## src/rtl/chess_mem_pkg.sv

```systemverilog
// Shared definitions for the chess data-memory port-B logic.
//   CM_BOARD_BASE : default word address of board square 0
//   CM_FLAG_ADDR  : default word address of the "new move" flag
//   FLAG_VALUE    : value written to the flag word when a move completes
//   EMPTY_SQUARE  : value written to a vacated source square
//   arb_state_t   : command sequencer states
package chess_mem_pkg;

    localparam int CM_BOARD_BASE = 0;
    localparam int CM_FLAG_ADDR  = 36;
    localparam int FLAG_VALUE    = 1;
    localparam int EMPTY_SQUARE  = 0;

    typedef enum logic [1:0] {
        ST_IDLE    = 2'd0,
        ST_WR_DST  = 2'd1,
        ST_WR_SRC  = 2'd2,
        ST_WR_FLAG = 2'd3
    } arb_state_t;

endpackage

```

## src/rtl/dmem_b_arbiter_if.sv

```systemverilog
// Port-B bundle between the arbiter, the VGA renderer, the move-entry
// path and the dual-port memory.
//   vga_req/vga_addr        : renderer read request and address
//   vga_data/vga_valid      : registered read return to the renderer
//   cmd_valid/cmd_ready     : move command handshake
//   cmd_src/cmd_dst         : squares 0..63
//   cmd_piece               : piece code written to the destination square
//   busy                    : a move is being written
//   mem_addr/mem_wdata/mem_we/mem_q : dmem port B
// Modport slave is the arbiter; master is everything around it.
interface dmem_b_arbiter_if #(
    parameter int ADDR_W = 12,
    parameter int DATA_W = 32
);
    logic              vga_req;
    logic [ADDR_W-1:0] vga_addr;
    logic [DATA_W-1:0] vga_data;
    logic              vga_valid;

    logic              cmd_valid;
    logic              cmd_ready;
    logic [5:0]        cmd_src;
    logic [5:0]        cmd_dst;
    logic [DATA_W-1:0] cmd_piece;
    logic              busy;

    logic [ADDR_W-1:0] mem_addr;
    logic [DATA_W-1:0] mem_wdata;
    logic              mem_we;
    logic [DATA_W-1:0] mem_q;

    modport slave (
        input  vga_req, vga_addr,
        input  cmd_valid, cmd_src, cmd_dst, cmd_piece,
        input  mem_q,
        output vga_data, vga_valid,
        output cmd_ready, busy,
        output mem_addr, mem_wdata, mem_we
    );

    modport master (
        output vga_req, vga_addr,
        output cmd_valid, cmd_src, cmd_dst, cmd_piece,
        output mem_q,
        input  vga_data, vga_valid,
        input  cmd_ready, busy,
        input  mem_addr, mem_wdata, mem_we
    );

endinterface

```

## src/rtl/starve_counter.sv

```systemverilog
// Counts consecutive cycles a pending write has been deferred by VGA reads.
//   clock, reset : rising-edge clock, async active-high reset
//   clear        : return count to zero (write issued or sequencer idle)
//   inc          : one more deferred cycle
//   at_limit     : count has reached MAX_WAIT-1; the next write must go
// The count saturates at MAX_WAIT-1 so it can never exceed the limit even
// if clear is late.
module starve_counter #(
    parameter int MAX_WAIT = 64
) (
    input  logic clock,
    input  logic reset,
    input  logic clear,
    input  logic inc,
    output logic at_limit
);

    localparam int CW = (MAX_WAIT > 1) ? $clog2(MAX_WAIT) : 1;
    localparam logic [CW-1:0] LIMIT = CW'(MAX_WAIT - 1);

    logic [CW-1:0] count;

    always_ff @(posedge clock or posedge reset) begin
        if (reset) begin
            count <= '0;
        end else if (clear) begin
            count <= '0;
        end else if (inc && (count != LIMIT)) begin
            count <= count + 1'b1;
        end
    end

    assign at_limit = (count == LIMIT);

endmodule

```

## src/rtl/dmem_b_arbiter.sv

```systemverilog
// Owns dmem port B. The VGA renderer reads through it continuously; one
// accepted move becomes three ordered writes (destination square, source
// square, notify flag). Each write takes a cycle in which VGA is not
// reading, or steals one once it has waited MAX_WAIT cycles.
//   clock, reset : rising-edge clock, async active-high reset
//   bus          : dmem_b_arbiter_if.slave (VGA, command and memory signals)
//
// state      | meaning
// -----------+-----------------------------------------------
// ST_IDLE    | no move pending, command accepted here
// ST_WR_DST  | writing piece code to the destination square
// ST_WR_SRC  | clearing the source square
// ST_WR_FLAG | writing FLAG_VALUE to the processor's flag word
module dmem_b_arbiter
    import chess_mem_pkg::*;
#(
    parameter int ADDR_W     = 12,
    parameter int DATA_W     = 32,
    parameter int BOARD_BASE = CM_BOARD_BASE,
    parameter int FLAG_ADDR  = CM_FLAG_ADDR,
    parameter int MAX_WAIT   = 64
) (
    input logic            clock,
    input logic            reset,
    dmem_b_arbiter_if.slave bus
);

    localparam logic [ADDR_W-1:0] BASE_A  = ADDR_W'(BOARD_BASE);
    localparam logic [ADDR_W-1:0] FLAG_A  = ADDR_W'(FLAG_ADDR);
    localparam logic [DATA_W-1:0] FLAG_D  = DATA_W'(FLAG_VALUE);
    localparam logic [DATA_W-1:0] EMPTY_D = DATA_W'(EMPTY_SQUARE);

    arb_state_t        state;
    arb_state_t        state_nxt;

    logic [5:0]        src_q;
    logic [5:0]        dst_q;
    logic [DATA_W-1:0] piece_q;

    logic              in_write;
    logic              at_limit;
    logic              slot;
    logic              accept;
    logic              cnt_clear;
    logic              cnt_inc;

    logic [ADDR_W-1:0] mem_addr;
    logic [DATA_W-1:0] mem_wdata;
    logic              mem_we;

    logic              rd_granted;
    logic              rd_p1;
    logic              vga_valid_q;
    logic [DATA_W-1:0] vga_data_q;

    assign in_write = (state != ST_IDLE);

    // A write goes whenever VGA is quiet; under continuous VGA traffic it
    // goes anyway on the last allowed waiting cycle.
    assign slot = in_write && (!bus.vga_req || at_limit);

    assign cnt_clear = !in_write || slot;
    assign cnt_inc   = in_write && !slot;

    starve_counter #(
        .MAX_WAIT (MAX_WAIT)
    ) u_starve (
        .clock    (clock),
        .reset    (reset),
        .clear    (cnt_clear),
        .inc      (cnt_inc),
        .at_limit (at_limit)
    );

    always_ff @(posedge clock or posedge reset) begin
        if (reset) begin
            state <= ST_IDLE;
        end else begin
            state <= state_nxt;
        end
    end

    always_comb begin
        state_nxt = state;
        accept    = 1'b0;
        mem_we    = 1'b0;
        mem_addr  = bus.vga_addr;
        mem_wdata = '0;
        case (state)
            ST_IDLE: begin
                if (bus.cmd_valid) begin
                    accept    = 1'b1;
                    state_nxt = ST_WR_DST;
                end
            end
            ST_WR_DST: begin
                if (slot) begin
                    mem_we    = 1'b1;
                    mem_addr  = BASE_A + ADDR_W'(dst_q);
                    mem_wdata = piece_q;
                    // A null move leaves the piece in place; clearing the
                    // source would erase what was just written.
                    state_nxt = (src_q == dst_q) ? ST_WR_FLAG : ST_WR_SRC;
                end
            end
            ST_WR_SRC: begin
                if (slot) begin
                    mem_we    = 1'b1;
                    mem_addr  = BASE_A + ADDR_W'(src_q);
                    mem_wdata = EMPTY_D;
                    state_nxt = ST_WR_FLAG;
                end
            end
            ST_WR_FLAG: begin
                if (slot) begin
                    mem_we    = 1'b1;
                    mem_addr  = FLAG_A;
                    mem_wdata = FLAG_D;
                    state_nxt = ST_IDLE;
                end
            end
            default: begin
                state_nxt = ST_IDLE;
            end
        endcase
    end

    always_ff @(posedge clock or posedge reset) begin
        if (reset) begin
            src_q   <= '0;
            dst_q   <= '0;
            piece_q <= '0;
        end else if (accept) begin
            src_q   <= bus.cmd_src;
            dst_q   <= bus.cmd_dst;
            piece_q <= bus.cmd_piece;
        end
    end

    // Read return: address in N, mem_q in N+1, registered to VGA in N+2.
    // A stolen cycle is not a granted read, so nothing comes back for it
    // and vga_data keeps its previous value.
    assign rd_granted = bus.vga_req && !mem_we;

    always_ff @(posedge clock or posedge reset) begin
        if (reset) begin
            rd_p1       <= 1'b0;
            vga_valid_q <= 1'b0;
            vga_data_q  <= '0;
        end else begin
            rd_p1       <= rd_granted;
            vga_valid_q <= rd_p1;
            if (rd_p1) begin
                vga_data_q <= bus.mem_q;
            end
        end
    end

    assign bus.mem_addr  = mem_addr;
    assign bus.mem_wdata = mem_wdata;
    assign bus.mem_we    = mem_we;
    assign bus.cmd_ready = !in_write;
    assign bus.busy      = in_write;
    assign bus.vga_valid = vga_valid_q;
    assign bus.vga_data  = vga_data_q;

endmodule

```

## src/flat_wrapper.sv

```systemverilog
// flat-port wrapper written by rule: the top's interface ports become plain ports
module dmem_b_arbiter_flat import chess_mem_pkg::*;
#(
    parameter int ADDR_W     = 12,
    parameter int DATA_W     = 32,
    parameter int BOARD_BASE = CM_BOARD_BASE,
    parameter int FLAG_ADDR  = CM_FLAG_ADDR,
    parameter int MAX_WAIT   = 64
)
  (clock, reset, bus_vga_req, bus_vga_addr, bus_cmd_valid, bus_cmd_src, bus_cmd_dst, bus_cmd_piece, bus_mem_q, bus_vga_data, bus_vga_valid, bus_cmd_ready, bus_busy, bus_mem_addr, bus_mem_wdata, bus_mem_we);
  dmem_b_arbiter_if #(.ADDR_W(ADDR_W), .DATA_W(DATA_W)) bus_i ();
  input logic clock;
  input logic reset;
  input wire logic [$bits(bus_i.vga_req)-1:0] bus_vga_req;
  input wire logic [$bits(bus_i.vga_addr)-1:0] bus_vga_addr;
  input wire logic [$bits(bus_i.cmd_valid)-1:0] bus_cmd_valid;
  input wire logic [$bits(bus_i.cmd_src)-1:0] bus_cmd_src;
  input wire logic [$bits(bus_i.cmd_dst)-1:0] bus_cmd_dst;
  input wire logic [$bits(bus_i.cmd_piece)-1:0] bus_cmd_piece;
  input wire logic [$bits(bus_i.mem_q)-1:0] bus_mem_q;
  output wire logic [$bits(bus_i.vga_data)-1:0] bus_vga_data;
  output wire logic [$bits(bus_i.vga_valid)-1:0] bus_vga_valid;
  output wire logic [$bits(bus_i.cmd_ready)-1:0] bus_cmd_ready;
  output wire logic [$bits(bus_i.busy)-1:0] bus_busy;
  output wire logic [$bits(bus_i.mem_addr)-1:0] bus_mem_addr;
  output wire logic [$bits(bus_i.mem_wdata)-1:0] bus_mem_wdata;
  output wire logic [$bits(bus_i.mem_we)-1:0] bus_mem_we;
  assign bus_i.vga_req = bus_vga_req;
  assign bus_i.vga_addr = bus_vga_addr;
  assign bus_i.cmd_valid = bus_cmd_valid;
  assign bus_i.cmd_src = bus_cmd_src;
  assign bus_i.cmd_dst = bus_cmd_dst;
  assign bus_i.cmd_piece = bus_cmd_piece;
  assign bus_i.mem_q = bus_mem_q;
  assign bus_vga_data = bus_i.vga_data;
  assign bus_vga_valid = bus_i.vga_valid;
  assign bus_cmd_ready = bus_i.cmd_ready;
  assign bus_busy = bus_i.busy;
  assign bus_mem_addr = bus_i.mem_addr;
  assign bus_mem_wdata = bus_i.mem_wdata;
  assign bus_mem_we = bus_i.mem_we;
  dmem_b_arbiter #(.ADDR_W(ADDR_W), .DATA_W(DATA_W), .BOARD_BASE(BOARD_BASE), .FLAG_ADDR(FLAG_ADDR), .MAX_WAIT(MAX_WAIT)) u_core (.clock(clock), .reset(reset), .bus(bus_i));
endmodule
```

## config.mk

```make
export PLATFORM = sky130hd
export DESIGN_NAME = dmem_b_arbiter_flat
export DESIGN_NICKNAME = d
export VERILOG_FILES = /design/src/rtl/chess_mem_pkg.sv /design/src/rtl/dmem_b_arbiter_if.sv /design/src/rtl/starve_counter.sv /design/src/rtl/dmem_b_arbiter.sv /design/src/flat_wrapper.sv
export SDC_FILE = /design/constraint.sdc
export NUM_CORES = 1
export LEC_CHECK = 0
export ABC_AREA = 0
export BUFFER_PORTS_ARGS = -buffer_cell sky130_fd_sc_hd__buf_4
export CAP_MARGIN = 20
export CORE_ASPECT_RATIO = 1.75
export CORE_MARGIN = 5
export CORE_UTILIZATION = 47
export CTS_CLUSTER_SIZE = 16
export DETAILED_ROUTE_END_ITERATION = 10
export PLACE_DENSITY = 0.8
export SYNTH_ARGS = -nofsm -noshare
export SYNTH_HDL_FRONTEND = slang
export SYNTH_SLANG_ARGS = --single-unit
```

## constraint.sdc

```tcl
create_clock -name clock -period 3 [get_ports clock]
set_clock_uncertainty 0.1 [all_clocks]
set_input_delay 0.3 -clock clock [delete_from_list [all_inputs] [get_ports clock]]
set_output_delay 0.3 -clock clock [all_outputs]
set_load 0.01 [all_outputs]
```

Yosys cells after proc, flatten, opt, wreduce, memory -nomap -nowiden
Cells that the tools add are included.

cells by class
  equality and inequality tests = 10
  reductions and logical operators = 15
  $add $sub $neg = 1
  mux-type cells = 19

operator list
  kind                                                              count
  32-bit one-hot mux with 2 select lines                            1
  12-bit two-way mux                                                3
  12-bit one-hot mux with 3 select lines                            1
  32-bit two-way mux                                                1
  6-bit two-way mux                                                 2
  2-bit two-way mux                                                 4
  2-bit one-hot mux with 4 select lines                             1
  6-bit by 1-bit adder with 6-bit output (second input constant)    1
  6-bit == test                                                     1
  6-bit == test (second input constant)                             1
  1-bit two-way mux                                                 6
  2-bit by 1-bit != test with 1-bit output (second input constant)  3
  6-bit != test (second input constant)                             1
  2-bit == test (second input constant)                             2
  1-bit logical AND                                                 4
  1-bit zero test                                                   4
  4-bit AND reduction                                               1
  2-bit nonzero test                                                2
  3-bit OR reduction                                                1
  2-bit by 1-bit == test with 1-bit output (second input constant)  1
  2-bit zero test                                                   1
  1-bit logical OR                                                  2
  2-bit != test (second input constant)                             1

word-level totals
  bits of input ports = 92
  output and inout bits = 80
  register bits = 86

Depth between registers and ports, before layout
  word-level depth = 8
  mapped depth = 7
  gate-level depth less buffers = 6

Hierarchy
A second synthesis with hierarchy kept.

unflattened totals
  cell total of the unflattened synthesis = 309
  area total of the unflattened synthesis = 4015.1 µm²

by module, submodules not included
  module          instances  cells an instance  area each (µm²)  sequential area each (µm²)
  dmem_b_arbiter  1          268                3642.2           2001.9
  starve_counter  1          41                 372.9            150.1

Least setup slack after synthesis
No wires, ideal clock.

  path type = register to output
  start point = reg u_core.state[0]
  end point = out bus_mem_addr[2]
  setup slack = 0.769 ns
  data arrival time = 1.831 ns
  required time = 2.600 ns
  stages on the path, launching flop included = 8
  buffers on the path = 1
  cells stage by stage = dfrtp_1 -> inv_1 -> ha_1 -> or2_2 -> o31a_1 -> or2_0 -> buf_2 -> a211oi_2

between the ends
  longest elaborated chain between the ends = 4
  elaborated cells between the ends (all ways) = 9

ends and longest elaborated chain
  element                                     RTL line                                                            RTL
  start, declared                             dmem_b_arbiter.sv:33                                                arb_state_t state;
  start signal, assigned                      dmem_b_arbiter.sv:79                                                state <= state_nxt;
  2-bit nonzero test                          dmem_b_arbiter.sv:56                                                assign in_write = (state != ST_IDLE);
  1-bit logical AND                           dmem_b_arbiter.sv:60                                                assign slot = in_write && (!bus.vga_req || at_limit);
  12-bit two-way mux (on tied branches)       dmem_b_arbiter.sv:115, dmem_b_arbiter.sv:97, dmem_b_arbiter.sv:107
  12-bit one-hot mux with 3 select lines (*)  dmem_b_arbiter.sv:89                                                case (state)
  end, declared                               flat_wrapper.sv:25                                                  output wire logic [$bits(bus_i.mem_addr)-1:0] bus_mem_addr;

Every way passes the cells marked *; elsewhere a longest branch is shown, timed or not.

Final worst setup path
  start point = reg u_core.state[0]
  end point = out bus_mem_addr[4]

Same word-level chain as after synthesis.

==> flow_metrics.env <==
export IMPL_required_ns=2.60
export IMPL_seq_area_frac_synth=0.5649
export IMPL_setup_tns_ns=0
export IMPL_drc=0
export IMPL_ys_warn_count=0
export IMPL_fin_crit_sh=0.9224
export IMPL_grt_overflow=0
export IMPL_placedCellCount=540
export IMPL_die_h_um=129.1
export IMPL_crit_buf_inv=2
export IMPL_yosysTopAreaCell="dfrtp_1"
export IMPL_fin_crit_ns=2.767
export IMPL_crit_path_end_kind="output port"
export IMPL_cp_cell_sequence="inv_1 -> ha_1 -> or2_2 -> o31a_1 -> a21oi_2 -> o22ai_1 -> buf_4"
export IMPL_power_mw=5.131
export IMPL_hpwl_um=7106
export IMPL_p_leak_nw=2.684
export IMPL_antennaDiodeCount=0
export IMPL_drv_cap=0
export IMPL_dp_slack_ns=0.4250
export IMPL_yosysTopAreaCellShare=0.5649
export IMPL_synth_edf_count=0
export IMPL_core_mm2=0.007909
export IMPL_cp_max_fo=10
export IMPL_post_cts_buffers=0
export IMPL_worstPathArrival_ns=2.37
export IMPL_vias=2854
export IMPL_postLayoutCoreUtil=0.6947
export IMPL_drt_iter0_markers=85
export IMPL_nets=560
export IMPL_postPlaceCellArea_mm2=0.005211
export IMPL_start_kind="register"
export IMPL_die_w_um=78.06
export IMPL_hold_ws_ns=0.09907
export IMPL_setup_violations_final=0
export IMPL_clockRootBuffer="clkbuf_16"
export IMPL_ios=172
export IMPL_ys_flop_type="dfrtp_1"
export IMPL_grt_pass1_vias=3066
export IMPL_critPathKind="reg2out"
export IMPL_crit_slowest_cell="a21oi_2"
export IMPL_drtPass1Iterations=4
export IMPL_insertion_delay_ns=0.33
export IMPL_fp_row_count=43
export IMPL_routedWlPerCell_um=16.62
export IMPL_async_flop_share=1.000
export IMPL_yosysMostFrequentCell="dfrtp_1"
export IMPL_via_per_inst=5.124
export IMPL_start_util=0.4817
export IMPL_gr_usage_all_layers=0.1901
export IMPL_ant_nets=0
export IMPL_syn_nets=387
export IMPL_finalHoldViolCount=0
export IMPL_numCtsBuffers=9
export IMPL_stdcell_count=557
export IMPL_synth_area_top_cells="dfrtp_1 56%, mux2_2 23%, and2_1 5.3%"
export IMPL_grt_pass1_wl_um=15080
export IMPL_syn_mean_instance_area_um2=13.18
export IMPL_critPathMaxStageDelay_ns=0.43
export IMPL_drive_gt1_frac=0.5867
export IMPL_path_clk_slew_ns=0.06
export IMPL_routabilityCongestion=0.7145
export IMPL_portBuffers=171
export IMPL_finalInstanceArea_mm2=0.005494
export IMPL_worst_pin_slew_ns=0.6702
export IMPL_cts_sinks=86
export IMPL_antenna_found_initial=0
export IMPL_timing_final_ws_setup_ns=0.2327
export IMPL_crit_family="compound AO/OA/AOI/OAI gates"
export IMPL_synth_top_cells_by_count="86 x dfrtp_1, 78 x mux2_2, 32 x and2_1"
export IMPL_area_growth_pct=44.20
export IMPL_ys_ff_latch=86
export IMPL_p_per_area_mw_per_mm2=934.0
export IMPL_drv_slew=0
export IMPL_wirelength_um=9257
export IMPL_relSlewSlack=0.5527
export IMPL_clock_fmax_mhz=361.4
export IMPL_ir_drop_mv=0.5900
export IMPL_clock_path_buffers=2
export IMPL_outcome="finished, final reports clean"
export IMPL_rsz0062_at_grt="no"
export IMPL_syn_inst=289
export IMPL_hold_path_class="in2reg"
export IMPL_die_area_mm2=0.01008
export IMPL_cts_tree="built"
export IMPL_synth_cell_types=33
export IMPL_grt_max_degree=50
export IMPL_mappedNetlistArea_mm2=0.003810
export IMPL_cts_htree_levels=3
-- layout by cell type, fill, tap and decap left out, types with 3 or more instances in the layout --
master / Yosys / layout
buf_4: 0 / 173
dfrtp_1: 86 / 86
mux2_2: 78 / 78
and2_1: 32 / 32
inv_1: 12 / 11
clkbuf_16: 0 / 9
nor2_1: 8 / 8
xor2_1: 8 / 8
nor2b_1: 6 / 6
ha_1: 6 / 6
nor3_1: 4 / 4
a22oi_1: 4 / 4
o22ai_1: 4 / 4
nand2_1: 4 / 3
clkbuf_1: 10 / 3
-- where the power goes --
group | internal [mW] | total [mW] | switching (mW)
registers | 1.66 | 1.94 | 0.280
clock network | 0.583 | 1.00 | 0.419
logic | 1.23 | 2.19 | 0.954
-- repair_timing --
action | in CTS | in global routing
gates resized for setup | 0 | 2
setup endpoints to repair | 0 | 6
hold endpoints to repair | 37 | 0
hold buffers | 1 | 0
-- cell families after synthesis --
kind of cell / synth area share
flip-flops: 0.5649
multiplexers: 0.2305
adder cells (fa/ha/maj): 0.01970
XOR/XNOR: 0.02299
buffers and inverters: 0.02594
AO/OA/AOI/OAI: 0.04269
AND/OR/NAND/NOR: 0.09327
-- routing by layer --
layer  share of wire  global-route usage  vias up
met3           0.081             0.04520       14
met1            0.35              0.2137     1394
met2            0.55              0.3359      113
li1                -                   -     1333
met4           0.021             0.08657        0
met5               0                   0        -
-- sequential cells by signal (all words and copies together) (netlist names) --
signal	count
u_core.bus.vga_data	32
u_core.piece_q	32
u_core.dst_q	6
u_core.src_q	6
u_core.u_starve.count	6
u_core.state	2
u_core.bus.vga_valid	1
u_core.rd_p1	1
-- path summary, 6_finish.rpt --
path	start	end	slack, ns	cells after the start
worst min-delay path	bus_cmd_piece[21]	u_core.piece_q[21]	0.1	2
max in group asynchronous	reset	u_core.bus.vga_data[3]	1.60	4
worst max-delay path	u_core.state[0]	bus_mem_addr[4]	0.23	7
worst max register to register	u_core.state[0]	u_core.piece_q[1]	0.99	5
min in group asynchronous	reset	u_core.bus.vga_data[26]	0.51	3
worst min register to register	u_core.u_starve.count[0]	u_core.u_starve.count[0]	0.36	1
-- area by class of cell --
class | count | area, um2
Clock inverter | 3 | 20.02
Timing Repair Buffer | 176 | 1349
Multi-Input combinational cell | 177 | 1564
Clock buffer | 13 | 250.2
Inverter | 12 | 46.29
Sequential cell | 86 | 2152
Tap cell | 90 | 112.6
Fill cell | 599 | 2415
(Power assumes the default switching activity.)
